==> config.mk <==
export PLATFORM = sky130hd
export DESIGN_NAME = xlgmii_tx_adapter
export DESIGN_NICKNAME = d
export VERILOG_FILES = /design/src/rtl/xlgmii_tx_adapter.sv
export SDC_FILE = /design/constraint.sdc
export NUM_CORES = 1
export LEC_CHECK = 0
export BUFFER_PORTS_ARGS = -buffer_cell sky130_fd_sc_hd__buf_4
export CORE_AREA = 2 2 235 237
export DETAILED_ROUTE_END_ITERATION = 6
export DIE_AREA = 0 0 237 239
export HOLD_SLACK_MARGIN = 0.05
export PLACE_DENSITY = 0.51
export SETUP_SLACK_MARGIN = 0.5
export SLEW_MARGIN = 20
export SYNTH_ARGS = -nofsm -noshare
export SYNTH_HDL_FRONTEND = slang
export SYNTH_SLANG_ARGS = --single-unit
==> constraint.sdc <==
create_clock -name clk -period 2.64 [get_ports clk]
set_input_delay 0.264 -clock clk [delete_from_list [all_inputs] [get_ports clk]]
set_output_delay 0.264 -clock clk [all_outputs]
set_load 0.02 [all_outputs]
==> src/rtl/xlgmii_tx_adapter.sv <==
// xlgmii_tx_adapter
// Converts a 32-byte/beat valid/ready frame stream into the 4-lane XLGMII
// view that pcs_40g_tx consumes. It inserts the preamble/SFD start lane,
// realigns the payload by one lane, places the terminate (or error) lane,
// and enforces the minimum inter-packet gap.
//
// Lane 0 of every data cycle carries the last 8 bytes of the previous beat
// (the "carry"), because the start lane pushes the whole frame up by one lane.
//
// Ports
//   clk, nreset                 clock, asynchronous active-low reset
//   s_valid_i/s_ready_o         input beat handshake
//   s_data_i/s_keep_i           32-byte payload, byte 0 in bits [7:0], contiguous keep
//   s_last_i/s_err_i            last beat of frame / frame bad (sampled on last beat)
//   pcs_ready_i                 PCS ready; low freezes this block completely
//   ctrl_v_o..err_v_o           per-lane control/idle/start/terminate/error flags
//   data_o/keep_o               per-lane data and valid-byte count (0..8)
//
// state   | meaning
// --------+---------------------------------------------------------------
// IDLE    | between frames; all-idle lanes, waiting for the first beat
// DATA    | mid-frame; each accepted beat emits carry + 24 payload bytes
// TAIL    | extra output cycle draining the carry after a long last beat
// IPG     | inter-packet gap; all-idle lanes, input held off
module xlgmii_tx_adapter #(
  parameter int LANE_N  = 4,
  parameter int DATA_W  = 64,
  parameter int KEEP_W  = $clog2(DATA_W),
  parameter int IPG_CYC = 1
) (
  input  logic                       clk,
  input  logic                       nreset,
  input  logic                       s_valid_i,
  output logic                       s_ready_o,
  input  logic [LANE_N*DATA_W-1:0]   s_data_i,
  input  logic [LANE_N*DATA_W/8-1:0] s_keep_i,
  input  logic                       s_last_i,
  input  logic                       s_err_i,
  input  logic                       pcs_ready_i,
  output logic [LANE_N-1:0]          ctrl_v_o,
  output logic [LANE_N-1:0]          idle_v_o,
  output logic [LANE_N-1:0]          start_v_o,
  output logic [LANE_N-1:0]          term_v_o,
  output logic [LANE_N-1:0]          err_v_o,
  output logic [LANE_N*DATA_W-1:0]   data_o,
  output logic [LANE_N*KEEP_W-1:0]   keep_o
);

  localparam logic [63:0]       PREAMBLE  = 64'hD555_5555_5555_5555;
  localparam logic [KEEP_W-1:0] KEEP_FULL = KEEP_W'(8);
  localparam logic [2:0]        IPG_LOAD  = 3'(IPG_CYC);

  typedef enum logic [1:0] {ST_IDLE, ST_DATA, ST_TAIL, ST_IPG} state_t;

  state_t      state, nx_state;
  logic [63:0] carry, nx_carry;
  logic [3:0]  tail_n, nx_tail_n;
  logic        frame_err, nx_frame_err;
  logic [2:0]  ipg_cnt, nx_ipg;

  logic [LANE_N-1:0]        nx_ctrl, nx_idle, nx_start, nx_term, nx_err;
  logic [LANE_N*DATA_W-1:0] nx_data;
  logic [LANE_N*KEEP_W-1:0] nx_keep;

  logic       accept, beat_bad, err_now;
  logic [5:0] beat_n;

  // Keep only the first n bytes of a lane; bytes past the terminate are zero.
  function automatic logic [63:0] mask_bytes(input logic [63:0] d, input logic [3:0] n);
    logic [63:0] r;
    r = '0;
    for (int b = 0; b < 8; b++)
      if (4'(b) < n) r[8*b +: 8] = d[8*b +: 8];
    return r;
  endfunction

  assign s_ready_o = pcs_ready_i & nreset & ((state == ST_IDLE) | (state == ST_DATA));
  assign accept    = s_valid_i & s_ready_o;
  // A short non-last beat corrupts the frame; it is flagged on the terminate lane.
  assign beat_bad  = ~s_last_i & (s_keep_i != '1);
  assign err_now   = frame_err | s_err_i;

  always_comb begin
    beat_n = '0;
    for (int i = 0; i < LANE_N*DATA_W/8; i++)
      beat_n = beat_n + 6'(s_keep_i[i]);
  end

  always_comb begin
    nx_ctrl      = '1;
    nx_idle      = '1;
    nx_start     = '0;
    nx_term      = '0;
    nx_err       = '0;
    nx_data      = '0;
    nx_keep      = '0;
    nx_state     = state;
    nx_carry     = carry;
    nx_tail_n    = tail_n;
    nx_frame_err = frame_err;
    nx_ipg       = ipg_cnt;

    case (state)
      ST_IDLE, ST_DATA: begin
        // An empty last beat with no frame open carries nothing; drop it.
        if (accept && !(state == ST_IDLE && s_last_i && s_keep_i == '0)) begin
          nx_ctrl[0]  = (state == ST_IDLE);
          nx_idle[0]  = 1'b0;
          nx_start[0] = (state == ST_IDLE);
          nx_data[63:0] = (state == ST_IDLE) ? PREAMBLE : carry;
          nx_keep[KEEP_W-1:0] = KEEP_FULL;
          if (!s_last_i) begin
            for (int l = 1; l < LANE_N; l++) begin
              nx_ctrl[l] = 1'b0;
              nx_idle[l] = 1'b0;
              nx_data[64*l +: 64] = s_data_i[64*(l-1) +: 64];
              nx_keep[KEEP_W*l +: KEEP_W] = KEEP_FULL;
            end
            nx_carry     = s_data_i[255:192];
            nx_state     = ST_DATA;
            nx_frame_err = frame_err | beat_bad;
          end else begin
            for (int k = 0; k < LANE_N-1; k++) begin
              if (beat_n[5:3] > 3'(k)) begin
                nx_ctrl[k+1] = 1'b0;
                nx_idle[k+1] = 1'b0;
                nx_data[64*(k+1) +: 64] = s_data_i[64*k +: 64];
                nx_keep[KEEP_W*(k+1) +: KEEP_W] = KEEP_FULL;
              end else if (beat_n[5:3] == 3'(k)) begin
                nx_ctrl[k+1] = 1'b1;
                nx_idle[k+1] = 1'b0;
                nx_term[k+1] = ~err_now;
                nx_err[k+1]  = err_now;
                nx_data[64*(k+1) +: 64] = mask_bytes(s_data_i[64*k +: 64], {1'b0, beat_n[2:0]});
                nx_keep[KEEP_W*(k+1) +: KEEP_W] = KEEP_W'(beat_n[2:0]);
              end
            end
            if (beat_n >= 6'd24) begin
              // Terminate does not fit this cycle; bytes 24..31 drain in TAIL.
              nx_state     = ST_TAIL;
              nx_tail_n    = 4'(beat_n - 6'd24);
              nx_carry     = s_data_i[255:192];
              nx_frame_err = err_now;
            end else begin
              nx_state     = ST_IPG;
              nx_ipg       = IPG_LOAD;
              nx_frame_err = 1'b0;
            end
          end
        end
      end

      ST_TAIL: begin
        if (tail_n == 4'd8) begin
          nx_ctrl[0] = 1'b0;
          nx_idle[0] = 1'b0;
          nx_data[63:0] = carry;
          nx_keep[KEEP_W-1:0] = KEEP_FULL;
          nx_ctrl[1] = 1'b1;
          nx_idle[1] = 1'b0;
          nx_term[1] = ~frame_err;
          nx_err[1]  = frame_err;
        end else begin
          nx_ctrl[0] = 1'b1;
          nx_idle[0] = 1'b0;
          nx_term[0] = ~frame_err;
          nx_err[0]  = frame_err;
          nx_data[63:0] = mask_bytes(carry, tail_n);
          nx_keep[KEEP_W-1:0] = KEEP_W'(tail_n);
        end
        nx_state     = ST_IPG;
        nx_ipg       = IPG_LOAD;
        nx_frame_err = 1'b0;
      end

      ST_IPG: begin
        if (ipg_cnt <= 3'd1) begin
          nx_state = ST_IDLE;
          nx_ipg   = '0;
        end else begin
          nx_ipg = ipg_cnt - 3'd1;
        end
      end

      default: nx_state = ST_IDLE;
    endcase
  end

  always_ff @(posedge clk or negedge nreset) begin
    if (!nreset) begin
      state     <= ST_IDLE;
      carry     <= '0;
      tail_n    <= '0;
      frame_err <= 1'b0;
      ipg_cnt   <= '0;
      ctrl_v_o  <= '1;
      idle_v_o  <= '1;
      start_v_o <= '0;
      term_v_o  <= '0;
      err_v_o   <= '0;
      data_o    <= '0;
      keep_o    <= '0;
    end else if (pcs_ready_i) begin
      state     <= nx_state;
      carry     <= nx_carry;
      tail_n    <= nx_tail_n;
      frame_err <= nx_frame_err;
      ipg_cnt   <= nx_ipg;
      ctrl_v_o  <= nx_ctrl;
      idle_v_o  <= nx_idle;
      start_v_o <= nx_start;
      term_v_o  <= nx_term;
      err_v_o   <= nx_err;
      data_o    <= nx_data;
      keep_o    <= nx_keep;
    end
  end

endmodule

After elaboration in Yosys (flattened, before gate mapping)
Cells that the tools add are included.

operators by class
  add/sub/neg operators = 33
  $mul = 0
  div/mod/pow operators = 0
  order comparisons = 20
  equal/unequal tests = 12
  shift operators = 0
  mux-type cells = 114
  bitwise gates (word level) = 10
  reductions and logical operators = 14

operator list
  kind                    count
  $mux W64                7
  $mux W192               2
  $mux W256               1
  $mux W8                 29
  $mux W56                3
  $add A6 B1 Y6           26
  $pmux W64 S2            1
  $mux W3                 13
  $mux W1                 34
  $logic_not A32 Y1       1
  $ne A32 B32 Y1 const B  1
  $mux W4                 6
  $mux W22                1
  $mux W18                1
  $lt A3 B4 Y1 const A    4
  $mux W16                1
  $mux W2                 7
  $pmux W6 S2             1
  $lt A3 B3 Y1 const A    3
  $pmux W3 S3             1
  $lt A1 B4 Y1 const A    2
  $lt A2 B4 Y1 const A    2
  $ne A2 B2 Y1 const B    4
  $pmux W2 S2             2
  other kinds (33)        50

storage, ports and cells
  flip-flop bits (word level) = 371
  latch bits = 0
  RAM bits = 0
  bits in read-only memories = 0
  input bits = 294
  output and inout bits = 301
  word-level logic and storage cells = 215
  memories kept = 0

Logic depth before layout (Yosys ltp)
Gate-level depths: netlist of the first run.

  depth after elaboration = 38
  gate-level depth with buffers = 22
  gate-level depth less buffers = 19

Worst setup path after synthesis of the first run
No wires, ideal clock.

  kind = input port to flip-flop
  start point = input port s_keep_i[23]
  end point = register carry[14]
  library setup time = 0.127 ns
  arrival = 5.390 ns
  required time = 2.513 ns
  path slack = -2.878 ns
  stages on the path = 20
  buffers on the path = 2
  cells stage by stage = inv_1 fa_1 fa_1 inv_1 fa_1 inv_1 fa_1 fa_1 fa_1 inv_1 ha_1 fa_1 nand3_1 a21oi_2 o41ai_4 nor2_4 nor2_2 buf_6 buf_6 mux2_1

on the way
  word-level cells in the longest chain between the ends = 12
  elaborated cells on any way between the ends = 16
  classes of those cells = add/sub: 9; order compare: 1; eq/ne: 1; reduce/logical: 5

RTL lines
  element                          line  text
  start: declaration               36    input logic [LANE_N*DATA_W/8-1:0] s_keep_i,
  $add A6 B1 Y6 (9 in a row)       86    beat_n = beat_n + 6'(s_keep_i[i]);
  $ge A6 B5 Y1                     138   if (beat_n >= 6'd24) begin
  $ne A2 B1 Y1 (no line)           n/a
  $reduce_and A4 Y1 (no line) (*)  n/a
  end signal: assignment           205   carry <= nx_carry;
  end: declaration                 56    logic [63:0] carry, nx_carry;

Mark *: on every way between the ends. The rest lies on a longest branch, timed or not.
A chain may end at the register's enable or synchronous reset.

Worst setup path after layout of the first run
  start point = input port s_keep_i[17]
  end point = register carry[2]

on the way
  word-level cells in the longest chain between the ends = 18
  elaborated cells on any way between the ends = 22
  classes of those cells = add/sub: 15; order compare: 1; eq/ne: 1; reduce/logical: 5

RTL lines
  element                          line
  $add A6 B1 Y6 (15 in a row)      86
  $ge A6 B5 Y1                     138
  $ne A2 B1 Y1 (no line)           n/a
  $reduce_and A4 Y1 (no line) (*)  n/a

Marked as above.

==> impl_summary.txt, run 1 <==
----------------------------------------------------
[Run status]
  Outcome ... complete, but fails checks
  Failing checks ... negative setup slack

[Drt]
  Average wire length per cell after detail routing ... 20.29 um
  Number of nets still failing antenna checks after routing ... 0
  DR DRC count ... 0
  Number of vias per cell after detailed routing ... 4.708
  Via total after detailed routing ... 13578
  Length of the first detailed-routing pass in iterations ... 5
  Total Wirelength ... 58510 um
  Initial DRC Count ... 517

[Clock tree]
  Worst-case clock buffer depth ... 3
  Maximum level of the CTS H-tree ... 2
  Clock buffer count from CTS ... 43
  Clock root buffer master ... clkbuf_16
  CTS tree ... yes
  Clock transition at the registers of the reported paths ... 70 ps
  CTS sink cnt ... 362
  Clock network latency to the later pin of the worst-skew pair ... 570 ps

[Synthesis]
  Ranking of synthesized cells by area ... dfrtp_1 59%, a22o_1 8.6%, o2bb2ai_1 7.2%
  Number of standard cells after synthesis ... 1177
  Most frequent cells after synthesis ... 355 x dfrtp_1, 149 x a22o_1, 125 x o2bb2ai_1
  Sequential element share of the synthesized area ... 0.5975
  Area leader, netlist ... dfrtp_1
  Most instantiated flip-flop cell in the synthesis netlist ... dfrtp_1
  Async set or reset register ratio after synthesis ... 1.000
  Post-synthesis cell area ... 15170 um^2
  Synthesis warning total ... 0
  Area share of the largest cell type after synthesis ... 0.5854
  Post-synthesis cell type count ... 64
  Count of flip-flops with a built-in enable after synthesis ... 0
  Most instantiated library cell after synthesis ... dfrtp_1
  Synth Area per Inst ... 12.89 um^2
  Post-synthesis sequential element count ... 362

[Critical path]
  Longest individual stage delay on the worst path ... 530 ps
  Largest fanout on the critical path ... 8
  Arrival time at the worst endpoint ... 5460 ps
  Reg-to-reg critical path startpoint ... state[1]
  Depth of the most critical reg-to-reg path ... 7
  Critical path's most frequent cell ... fa_1
  CP startpoint kind ... primary input
  Worst flop-to-flop path endpoint ... data_o[22]
  Cells traversed along the worst timing path ... buf_6 > fa_1 > inv_1 > fa_1 > inv_1 > fa_1 > inv_1 > fa_1 > fa_1 > fa_1 > inv_2 > ha_4 > fa_2 > nand3_2 > and3_4 > o41ai_4 > nor2_4 > nor2_4 > buf_12 > clkbuf_16 > mux2_4
  Endpoint required time on the critical path ... 3090 ps
  Number of buffer and inverter instances along the worst setup path ... 7
  Class of the most critical setup path ... in2reg
  Setup crit end kind ... flip-flop
  Flop2flop setup slack ... 110 ps
  Kind of cell with the highest combined delay on the critical path ... adder cells
  Slowest CP cell ... fa_1

[Cells and area]
  Final Util ... 0.4904
  Number of standard cells in the layout, taps in and fillers out ... 2884
  Filler cell count in the final layout ... 4732
  Number of nets at the end of the flow ... 2474
  Area growth from synthesis to layout ... 75.62%
  Fraction of final layout cells sized beyond drive strength 1 ... 0.4376

[Die]
  Number of core rows ... 86
  Count of pins on the block boundary ... 595
  Initial Util ... 0.2793
  Total die area ... 56640 um^2
  Die Width ... 237 um
  Standard cell core area ... 54340 um^2
  Chip height ... 239 um

[Timing]
  Number of setup violations in the final report ... 287
  Remaining max-slew budget at the tightest pin ... 0.3376
  Period utilization ... 1.899
  Worst Tran Pin Value ... 991.2 ps
  Max Clock Skew ... 22.30 ps
  Total negative slack ... -650560 ps
  RSZ-0062 raised after global routing ... true
  Count of final hold-check violations ... 0
  Maximum clock frequency ... 0.1995 GHz
  Max Transition Viols Final ... 0
  Fin worst setup slack ... -2373 ps
  Fin crit period ... 5013 ps

[Hold path]
  Hold wc startpoint ... s_last_i
  Endpoint, Worst Hold ... state[1]
  Hold Crit Class ... in2reg
  Hold Path Cell Cnt ... 3

[Pwr]
  Total leakage power ... 0.01307 uW
  Power density relative to cell area ... 1256 nW/um^2
  Worst supply voltage drop on vdd ... 2.180 mV

[Place]
  Cell Count Post-Placement ... 2510
  Pre-CTS setup slack ... -3022 ps
  Number of buffers added on ports ... 583
  Routability congestion estimate ... 0.8396
  Post-DP HPWL ... 39730 um

[Global route]
  GR Util All Layers ... 0.2001
  Antenna violations before repair ... 2
  Largest net degree at the start of global routing ... 165
  Wire length of the first global-routing pass ... 87890 um
  Via count of the first global-routing pass ... 14748
  Remaining Overflow, GRT ... 0

[Flow run]
  # Max-Cap Violations ... 0

----------------------------------------------------
==> registers in the layout, summed over array words and instances (netlist names) <==
register,cells
ctrl_v_o,3
start_v_o,1
tail_n,4
frame_err,1
err_v_o,4
term_v_o,4
state,2
keep_o,16
carry,64
idle_v_o,4
data_o,256
ipg_cnt,3
==> metal layers <==
layer  GRT usage  part of all wire  vias to the layer above
met1      0.2439              0.41                     6806
li1            -                 -                     6208
met5           0                 0                        -
met3     0.05485             0.067                       99
met2      0.3382              0.49                      465
met4     0.07480             0.033                        0
==> logic make-up after synthesis <==
logic type                 share of synthesized area
AOI/OAI and AO/OA                             0.2033
adders and majority gates                    0.04073
xor gates and xnor gates                   0.0005773
and+or+nand+nor                              0.05524
DFF                                           0.5975
other                                      0.0002471
buffers and inverters                        0.05038
muxes                                        0.05195
==> worst min-delay path, stage by stage <==
cell and delay [ps]:
buf_4 80, buf_4 220, a22o_1 170
==> per-stage QoR <==
step | hold WS (ps) | power [uW] | cell area [um^2]
2_1_floorplan | -31.59 | 15730 | 15330
3_3_place_gp | 393.6 | 23230 | 21290
3_5_place_dp | 399.9 | 23280 | 21290
4_1_cts | 146.7 | 32510 | 26180
5_1_grt | 193.3 | 35220 | 26650
6_report | 195.0 | 33460 | 26650
==> timing repair <==
item | in CTS | in global routing
hold buffers | 258 | 0
setup buffers | 19 | 7
endpoints found under the hold margin | 297 | 0
resized for setup | 85 | 57
gates cloned | 4 | 6
pin swaps | 44 | 33
endpoints found under the setup margin | 324 | 344
==> power breakdown <==
group | total (uW) | leakage [uW] | internal [uW] | switching [uW]
Clock | 6550 | 0.000763 | 4100 | 2460
Combinational | 18800 | 0.00749 | 8890 | 9890
Sequential | 8130 | 0.00482 | 7140 | 990
==> layout by cell type (no fill, tap or decap), types with 14 or more instances in the layout <==
master	count
o2bb2ai_1	116
nand2_1	53
dfrtp_1	355
mux2_4	65
fa_1	23
buf_12	30
dlygate4sd3_1	258
buf_6	18
clkbuf_16	49
a22o_1	149
nor2_1	53
buf_4	671
a21oi_4	14
inv_1	95
==> how the worst max path moves through the flow <==
stage	slack (ps)	end	cells past startpoint	start
final	-2370	carry[2]	21	s_keep_i[17]
after global routing	-2470	carry[55]	22	s_keep_i[17]
after CTS	-2350	carry[21]	21	s_keep_i[17]
after detailed placement	-3020	carry[7]	20	s_keep_i[17]
after global placement	-3030	carry[12]	20	s_keep_i[17]
after floorplan	-2740	carry[14]	21	s_keep_i[17]
==> layout make-up <==
type | instances | area, um^2 | area share
Multi-Input combinational cell | 650 | 6021 | 0.2259
Antenna cell | 2 | 5.005 | 0.0001878
Inverter | 98 | 375.4 | 0.01409
Clock buffer | 59 | 1247 | 0.04681
Sequential cell | 362 | 9067 | 0.3403
Tap cell | 704 | 880.8 | 0.03305
Clock inverter | 19 | 321.6 | 0.01207
Timing Repair Buffer | 990 | 8731 | 0.3276
No activity file was read; power rests on OpenSTA's default activity.
==> run 2: changes to the inputs <==
==> constraint.sdc (replaced) <==
create_clock -name clk -period 2.64 [get_ports clk]
set_input_delay 0.528 -clock clk [delete_from_list [all_inputs] [get_ports clk]]
set_output_delay 0.528 -clock clk [all_outputs]
set_load 0.02 [all_outputs]
==> impl_summary.txt, run 2 (synthesis gave the netlist of run 1 again) <==
----------------------------------------------------
[Drt]
  Number of nets still failing antenna checks after routing ... 0 (unchanged)
  Length of the first detailed-routing pass in iterations ... 6 (+1)
  Via total after detailed routing ... 12452 (-8.3%)
  Average wire length per cell after detail routing ... 20.97 um (+3.3%)
  Number of vias per cell after detailed routing ... 4.731 (+0.49%)
  DR DRC count ... 0 (unchanged)
  Initial DRC Count ... 420 (-19%)
  Total Wirelength ... 55180 um (-5.7%)

[Critical path]
  Setup crit end kind ... flip-flop
  Class of the most critical setup path ... in2reg
  CP startpoint kind ... primary input
  Endpoint required time on the critical path ... 3080 ps (about the same)
  Critical path's most frequent cell ... fa_1
  Slowest CP cell ... fa_1
  Number of buffer and inverter instances along the worst setup path ... 8 (+1)
  Largest fanout on the critical path ... 6 (-2)
  Arrival time at the worst endpoint ... 5730 ps (+270 ps)
  Longest individual stage delay on the worst path ... 520 ps (about the same)
  Kind of cell with the highest combined delay on the critical path ... adder cells
  Cells traversed along the worst timing path ... buf_8 > fa_1 > inv_1 > fa_1 > inv_1 > fa_1 > inv_2 > fa_1 > fa_1 > fa_1 > inv_1 > ha_2 > fa_2 > nand3_2 > a21oi_2 > o41ai_4 > nor2_4 > nor2_4 > buf_12 > buf_12 > buf_16 > mux2_2

[Clock tree]
  CTS tree ... yes
  Worst-case clock buffer depth ... 3 (unchanged)
  Clock network latency to the later pin of the worst-skew pair ... 560 ps (about the same)
  Clock root buffer master ... clkbuf_16
  Clock transition at the registers of the reported paths ... 60 ps (about the same)
  Maximum level of the CTS H-tree ... 2 (unchanged)
  Clock buffer count from CTS ... 43 (unchanged)
  CTS sink cnt ... 362 (unchanged)

[Place]
  Number of buffers added on ports ... 583 (unchanged)
  Pre-CTS setup slack ... -3276 ps (-253.7 ps)
  Post-DP HPWL ... 39940 um (+0.53%)
  Routability congestion estimate ... 0.8481 (+1.0%)

[Die]
  Total die area ... 56640 um^2 (unchanged)
  Number of core rows ... 86 (unchanged)
  Initial Util ... 0.2793 (unchanged)
  Count of pins on the block boundary ... 595 (unchanged)
  Standard cell core area ... 54340 um^2 (unchanged)
  Chip height ... 239 um (unchanged)
  Die Width ... 237 um (unchanged)

[Timing]
  Period utilization ... 2.002 (+0.1034)
  Number of setup violations in the final report ... 287 (unchanged)
  Maximum clock frequency ... 0.1892 GHz (-5.2%)
  Count of final hold-check violations ... 0 (unchanged)
  Max Clock Skew ... 8.318 ps (-13.98 ps)
  RSZ-0062 raised after global routing ... true
  Max Transition Viols Final ... 0 (unchanged)
  Worst Tran Pin Value ... 823.6 ps (-167.6 ps)
  Remaining max-slew budget at the tightest pin ... 0.4509 (+0.1133)
  Fin crit period ... 5286 ps (+272.9 ps)
  Fin worst setup slack ... -2646 ps (-272.9 ps)

[Cells and area]
  Most frequent standard cell in the layout excluding fill and tap cells ... buf_4
  Largest registers ... data_o (256), carry (64), keep_o (16)
  Biggest register ... data_o
  Fraction of final layout cells sized beyond drive strength 1 ... 0.4842 (+0.04660)
  Area growth from synthesis to layout ... 57.07%
  Number of nets at the end of the flow ... 2222 (-10%)
  Filler cell count in the final layout ... 5068 (+7.1%)
  Final Util ... 0.4386 (-0.05178)
  Commonest non-fill, non-tap cells in the layout ... 676 x buf_4, 355 x dfrtp_1, 149 x a22o_1
  Flip-flop count of the largest register after layout ... 256 (unchanged)

[Global route]
  GR Util All Layers ... 0.1908 (-0.009283)
  Via count of the first global-routing pass ... 13150 (-11%)
  Remaining Overflow, GRT ... 0 (unchanged)
  Largest net degree at the start of global routing ... 139 (-16%)
  Wire length of the first global-routing pass ... 82790 um (-5.8%)
  Antenna violations before repair ... 3 (+1)

[Run status]
  Outcome ... complete, but fails checks
  Failing checks ... negative setup slack

[Pwr]
  Worst supply voltage drop on vdd ... 1.669 mV (-23%)
  Power density relative to cell area ... 1369 nW/um^2 (+9.0%)
  Total leakage power ... 0.01191 uW (-8.9%)

[Flow run]
  # Max-Cap Violations ... 0 (unchanged)

[Hold path]
  Hold Crit Class ... in2async

----------------------------------------------------
[run 2: cell types whose count changed in the layout (fill, tap and decap cells not counted), moves of 5 or more]
cell	change
buf_4	+5
dlygate4sd3_1	-258
mux2_1	+24
a21oi_4	-8
mux2_4	-29
mux2_2	+5
a21oi_2	+9
[run 2: cell type report]
class | instances | area, um^2 | area share
Clock buffer | 63 | 1294 | 0.05428
Clock inverter | 14 | 181.4 | 0.007612
Multi-Input combinational cell | 650 | 5868 | 0.2462
Sequential cell | 362 | 9067 | 0.3804
Tap cell | 704 | 880.8 | 0.03696
Timing Repair Buffer | 738 | 6158 | 0.2584
Antenna cell | 3 | 7.507 | 0.0003150
Inverter | 98 | 377.9 | 0.01585
[run 2: repair_timing]
| item | 4_1_cts | 5_1_grt |
|---|---|---|
| hold buffers | 0 | 0 |
| cloned | 5 | 0 |
| pin swaps | 26 | 19 |
| resized for setup | 65 | 32 |
| endpoints found under the setup margin | 338 | 354 |
| buffers inserted | 16 | 8 |
[run 2: worst reg2reg max path, stage by stage, from the launching register on]
cell	delay (ps)
dfrtp_1	450
nor4b_1	370
nand4_1	230
o31ai_4	280
buf_4	190
buf_4	330
a21oi_2	100
buf_12	160
a22o_1	210
[run 2: final timing paths]
| kind | from | to | cells past startpoint | slack (ps) |
|---|---|---|---|---|
| hold / removal | nreset | keep_o[21] | 2 | 50 |
| setup / recovery | s_keep_i[17] | carry[12] | 22 | -2650 |
| min in group clk | s_err_i | term_v_o[1] | 2 | 170 |
| setup reg to reg | state[1] | data_o[196] | 8 | 200 |
| hold reg to reg | idle_v_o[0] | idle_v_o[0] | 2 | 480 |
| max in group asynchronous | nreset | carry[33] | 3 | 1370 |
[run 2: metal layers]
layer | track usage | vias up | part of all wire
met5 | 0 | - | 0
li1 | - | 5686 | -
met2 | 0.3097 | 409 | 0.48
met4 | 0.06828 | 0 | 0.032
met1 | 0.2366 | 6269 | 0.41
met3 | 0.06455 | 88 | 0.083
[run 2: stage by stage]
step	TNS, ps	instances	area [um^2]	hold slack (ps)	power [uW]
2_1_floorplan	-807910	1187	15360	232.4	15750
3_5_place_dp	-894670	2523	21430	471.6	23870
5_1_grt	-771940	2632	23840	136.8	34510
6_report	-720050	2632	23840	48.37	32630
3_3_place_gp	-908350	2523	21430	464.6	23750
4_1_cts	-715470	2621	23510	117.7	31730
[run 2: where the power goes]
| part | internal [uW] | switching, uW |
|---|---|---|
| logic | 8900 | 9410 |
| clock network | 3780 | 2410 |
| registers | 7140 | 983 |
| total | 19800 | 12800 |
==> run 3: changes to the inputs <==
==> config.mk (replaced) <==
export PLATFORM = sky130hd
export DESIGN_NAME = xlgmii_tx_adapter
export DESIGN_NICKNAME = d
export VERILOG_FILES = /design/src/rtl/xlgmii_tx_adapter.sv
export SDC_FILE = /design/constraint.sdc
export NUM_CORES = 1
export LEC_CHECK = 0
export ABC_AREA = 1
export BUFFER_PORTS_ARGS = -buffer_cell sky130_fd_sc_hd__buf_4
export CAP_MARGIN = 20
export CORE_AREA = 2 2 234 236
export DETAILED_ROUTE_END_ITERATION = 6
export DIE_AREA = 0 0 236 238
export HOLD_SLACK_MARGIN = 0.05
export PLACE_DENSITY = 0.53
export SETUP_SLACK_MARGIN = 0.5
export SLEW_MARGIN = 20
export SYNTH_ARGS = -nofsm -noshare
export SYNTH_HDL_FRONTEND = slang
export SYNTH_SLANG_ARGS = --single-unit
export TNS_END_PERCENT = 1
==> impl_summary.txt, run 3 <==
----------------------------------------------------
[Synthesis]
  Count of flip-flops with a built-in enable after synthesis ... 0 (unchanged)
  Synth Area per Inst ... 8.409 um^2 (-35%)
  Number of standard cells after synthesis ... 1907 (+62%)
  Synthesis warning total ... 0 (unchanged)
  Area leader, netlist ... dfrtp_1
  Post-synthesis cell type count ... 34 (-47%)
  Ranking of synthesized cells by area ... dfrtp_1 55%, nand2_1 21%, nand3_1 7.4%
  Post-synthesis sequential element count ... 362 (unchanged)
  Most instantiated flip-flop cell in the synthesis netlist ... dfrtp_1
  Post-synthesis cell area ... 16040 um^2 (+5.7%)
  Sequential element share of the synthesized area ... 0.5655 (-0.03208)
  Async set or reset register ratio after synthesis ... 1.000 (unchanged)
  Most frequent cells after synthesis ... 893 x nand2_1, 355 x dfrtp_1, 237 x nand3_1
  Area share of the largest cell type after synthesis ... 0.5540 (-0.03143)
  Most instantiated library cell after synthesis ... nand2_1

[Timing]
  Total negative slack ... -627990 ps (+92050 ps)
  Remaining max-slew budget at the tightest pin ... 0.3474 (-0.1035)
  Worst Tran Pin Value ... 978.9 ps (+155.3 ps)
  Fin crit period ... 4965 ps (-320.5 ps)
  Number of setup violations in the final report ... 287 (unchanged)
  Count of final hold-check violations ... 0 (unchanged)
  Period utilization ... 1.881 (-0.1214)
  RSZ-0062 raised after global routing ... true
  Max Transition Viols Final ... 0 (unchanged)
  Maximum clock frequency ... 0.2014 GHz (+6.5%)
  Fin worst setup slack ... -2325 ps (+320.5 ps)
  Minimum hold slack ... 27.32 ps (-21.05 ps)
  Max Clock Skew ... 29.06 ps (+20.74 ps)

[Clock tree]
  Maximum level of the CTS H-tree ... 2 (unchanged)
  Clock network latency to the later pin of the worst-skew pair ... 580 ps (+20 ps)
  Clock buffer count from CTS ... 44 (+2.3%)
  CTS tree ... yes
  CTS sink cnt ... 362 (unchanged)
  Worst-case clock buffer depth ... 3 (unchanged)
  Clock root buffer master ... clkbuf_16
  Clock transition at the registers of the reported paths ... 60 ps (about the same)

[Drt]
  Total Wirelength ... 61780 um (+12%)
  Average wire length per cell after detail routing ... 18.69 um (-11%)
  Via total after detailed routing ... 15371 (+23%)
  Number of nets still failing antenna checks after routing ... 0 (unchanged)
  Number of vias per cell after detailed routing ... 4.651 (-1.7%)
  DR DRC count ... 0 (unchanged)
  Initial DRC Count ... 868 (+110%)
  Length of the first detailed-routing pass in iterations ... 7 (+1)

[Cells and area]
  Largest registers ... data_o (256), carry (64), keep_o (16)
  Commonest non-fill, non-tap cells in the layout ... 856 x nand2_1, 660 x buf_4, 354 x dfrtp_1
  Flip-flop count of the largest register after layout ... 256 (unchanged)
  Biggest register ... data_o
  Number of standard cells in the layout, taps in and fillers out ... 3305 (+26%)
  Most frequent standard cell in the layout excluding fill and tap cells ... nand2_1
  Filler cell count in the final layout ... 5340 (+5.4%)
  Fraction of final layout cells sized beyond drive strength 1 ... 0.3335 (-0.1507)
  Number of nets at the end of the flow ... 2905 (+31%)
  Area growth from synthesis to layout ... 49.66%
  Final Util ... 0.4486 (+0.009966)

[Hold path]
  Hold Crit Class ... in2async

[Critical path]
  Class of the most critical setup path ... in2reg
  Arrival time at the worst endpoint ... 5420 ps (-310 ps)
  Endpoint required time on the critical path ... 3090 ps (about the same)
  CP startpoint kind ... primary input
  Largest fanout on the critical path ... 32 (+26)
  Setup crit end kind ... flip-flop

[Place]
  Pre-CTS setup slack ... -3030 ps (+245.4 ps)
  Post-DP HPWL ... 44800 um (+12%)
  Number of buffers added on ports ... 583 (unchanged)
  Routability congestion estimate ... 0.8608 (+1.5%)
  Cell Count Post-Placement ... 3210 (+27%)

[Die]
  Total die area ... 56170 um^2 (-0.84%)
  Number of core rows ... 85 (-1.2%)
  Chip height ... 238 um (-0.42%)
  Count of pins on the block boundary ... 595 (unchanged)
  Standard cell core area ... 53500 um^2 (-1.6%)
  Initial Util ... 0.2998 (+0.02050)
  Die Width ... 236 um (-0.42%)

[Global route]
  Via count of the first global-routing pass ... 15391 (+17%)
  Antenna violations before repair ... 4 (+1)
  GR Util All Layers ... 0.2135 (+0.02267)
  Largest net degree at the start of global routing ... 138 (-0.72%)
  Wire length of the first global-routing pass ... 92650 um (+12%)
  Remaining Overflow, GRT ... 0 (unchanged)

[Flow run]
  # Max-Cap Violations ... 0 (unchanged)

[Run status]
  Outcome ... complete, but fails checks
  Failing checks ... negative setup slack

[Pwr]
  Total leakage power ... 0.01356 uW (+14%)
  Power density relative to cell area ... 1421 nW/um^2 (+3.8%)
  Worst supply voltage drop on vdd ... 1.190 mV (-29%)

----------------------------------------------------
## run 3: cell types whose count changed in the layout (fill, tap and decap cells not counted), sizes merged, moves of 9 or more
cell and change:
nand2 +843, nand3 +222, a22o -149, o2bb2ai -125, mux2 -70, o21ai +45, buf -37, inv +14
a21oi -12, a21o -10, nor4 -9
## run 3: cell type report
cell class	instances	area, um^2	area share
Multi-Input combinational cell	1349	6375	0.2656
Timing Repair Buffer	706	5771	0.2405
Clock inverter	13	178.9	0.007456
Antenna cell	3	7.507	0.0003128
Tap cell	696	870.8	0.03629
Inverter	113	452.9	0.01887
Sequential cell	362	9069	0.3779
Clock buffer	63	1274	0.05308
## run 3: routing by layer
metal,track usage,up-vias,part of all wire
li1,-,7310,-
met1,0.2560,7443,0.39
met2,0.3664,512,0.50
met3,0.06340,104,0.081
met4,0.07084,2,0.030
met5,0,-,0.00024
## run 3: where the power goes
| group | switching [uW] | internal (uW) |
|---|---|---|
| Sequential | 981 | 7080 |
| Combinational | 11500 | 8350 |
| Clock | 2430 | 3730 |
| Total | 14900 | 19200 |
## run 3: per-stage QoR
step	total power [uW]	instance area, um^2
CTS	33900	23690
finish	34100	24000
global route	36390	24000
detailed placement	26340	21940
floorplan	16440	16110
global placement	26230	21940
## run 3: critical path, stage by stage
cell and delay [ps]:
buf_8 100, fa_1 520, inv_1 50, fa_1 490, inv_2 40, fa_1 470, inv_1 50, fa_1 490
fa_1 430, fa_1 500, inv_2 40, ha_4 150, fa_2 370, nand2_2 90, nand3_2 80, nand3_2 100
nand2_4 70, nand2_4 100, nand2_4 70, nand2_4 90, nand2_8 80, buf_12 140, clkbuf_16 200, nand2_1 90
nand2_1 50
## run 3: what timing repair did
action / in CTS / in global routing
setup buffers: 5 / 3
hold buffers: 2 / 0
pin swaps: 9 / 8
endpoints found under the setup margin: 287 / 338
cloned: 2 / 4
gates resized for setup: 47 / 58
hold endpoints to repair: 28 / 0
## run 3: final timing paths
path                                     from     endpoint  slack (ps)  depth (start not counted)
worst max-delay path             s_keep_i[17]     carry[5]       -2330                         25
worst max register to register       state[0]     state[0]         670                         11
worst min-delay path                   nreset  data_o[108]          30                          2
worst min register to register      carry[54]    carry[54]         470                          2
max in group asynchronous              nreset     carry[0]        1100                          4
min in group clk                s_data_i[225]    carry[33]         130                          3
## run 3: kinds of logic (layout without fill, tap and decap cells)
logic type                 count (synthesis)  count (layout)  synth area share
xor gates and xnor gates                   1               1         0.0005463
other                                      1              14         0.0002339
AOI/OAI and AO/OA                         89              89           0.02887
buffers and inverters                    206             895           0.05626
DFF                                      362             362            0.5655
and+or+nand+nor                         1213            1213            0.3101
adders and majority gates                 35              35           0.03855
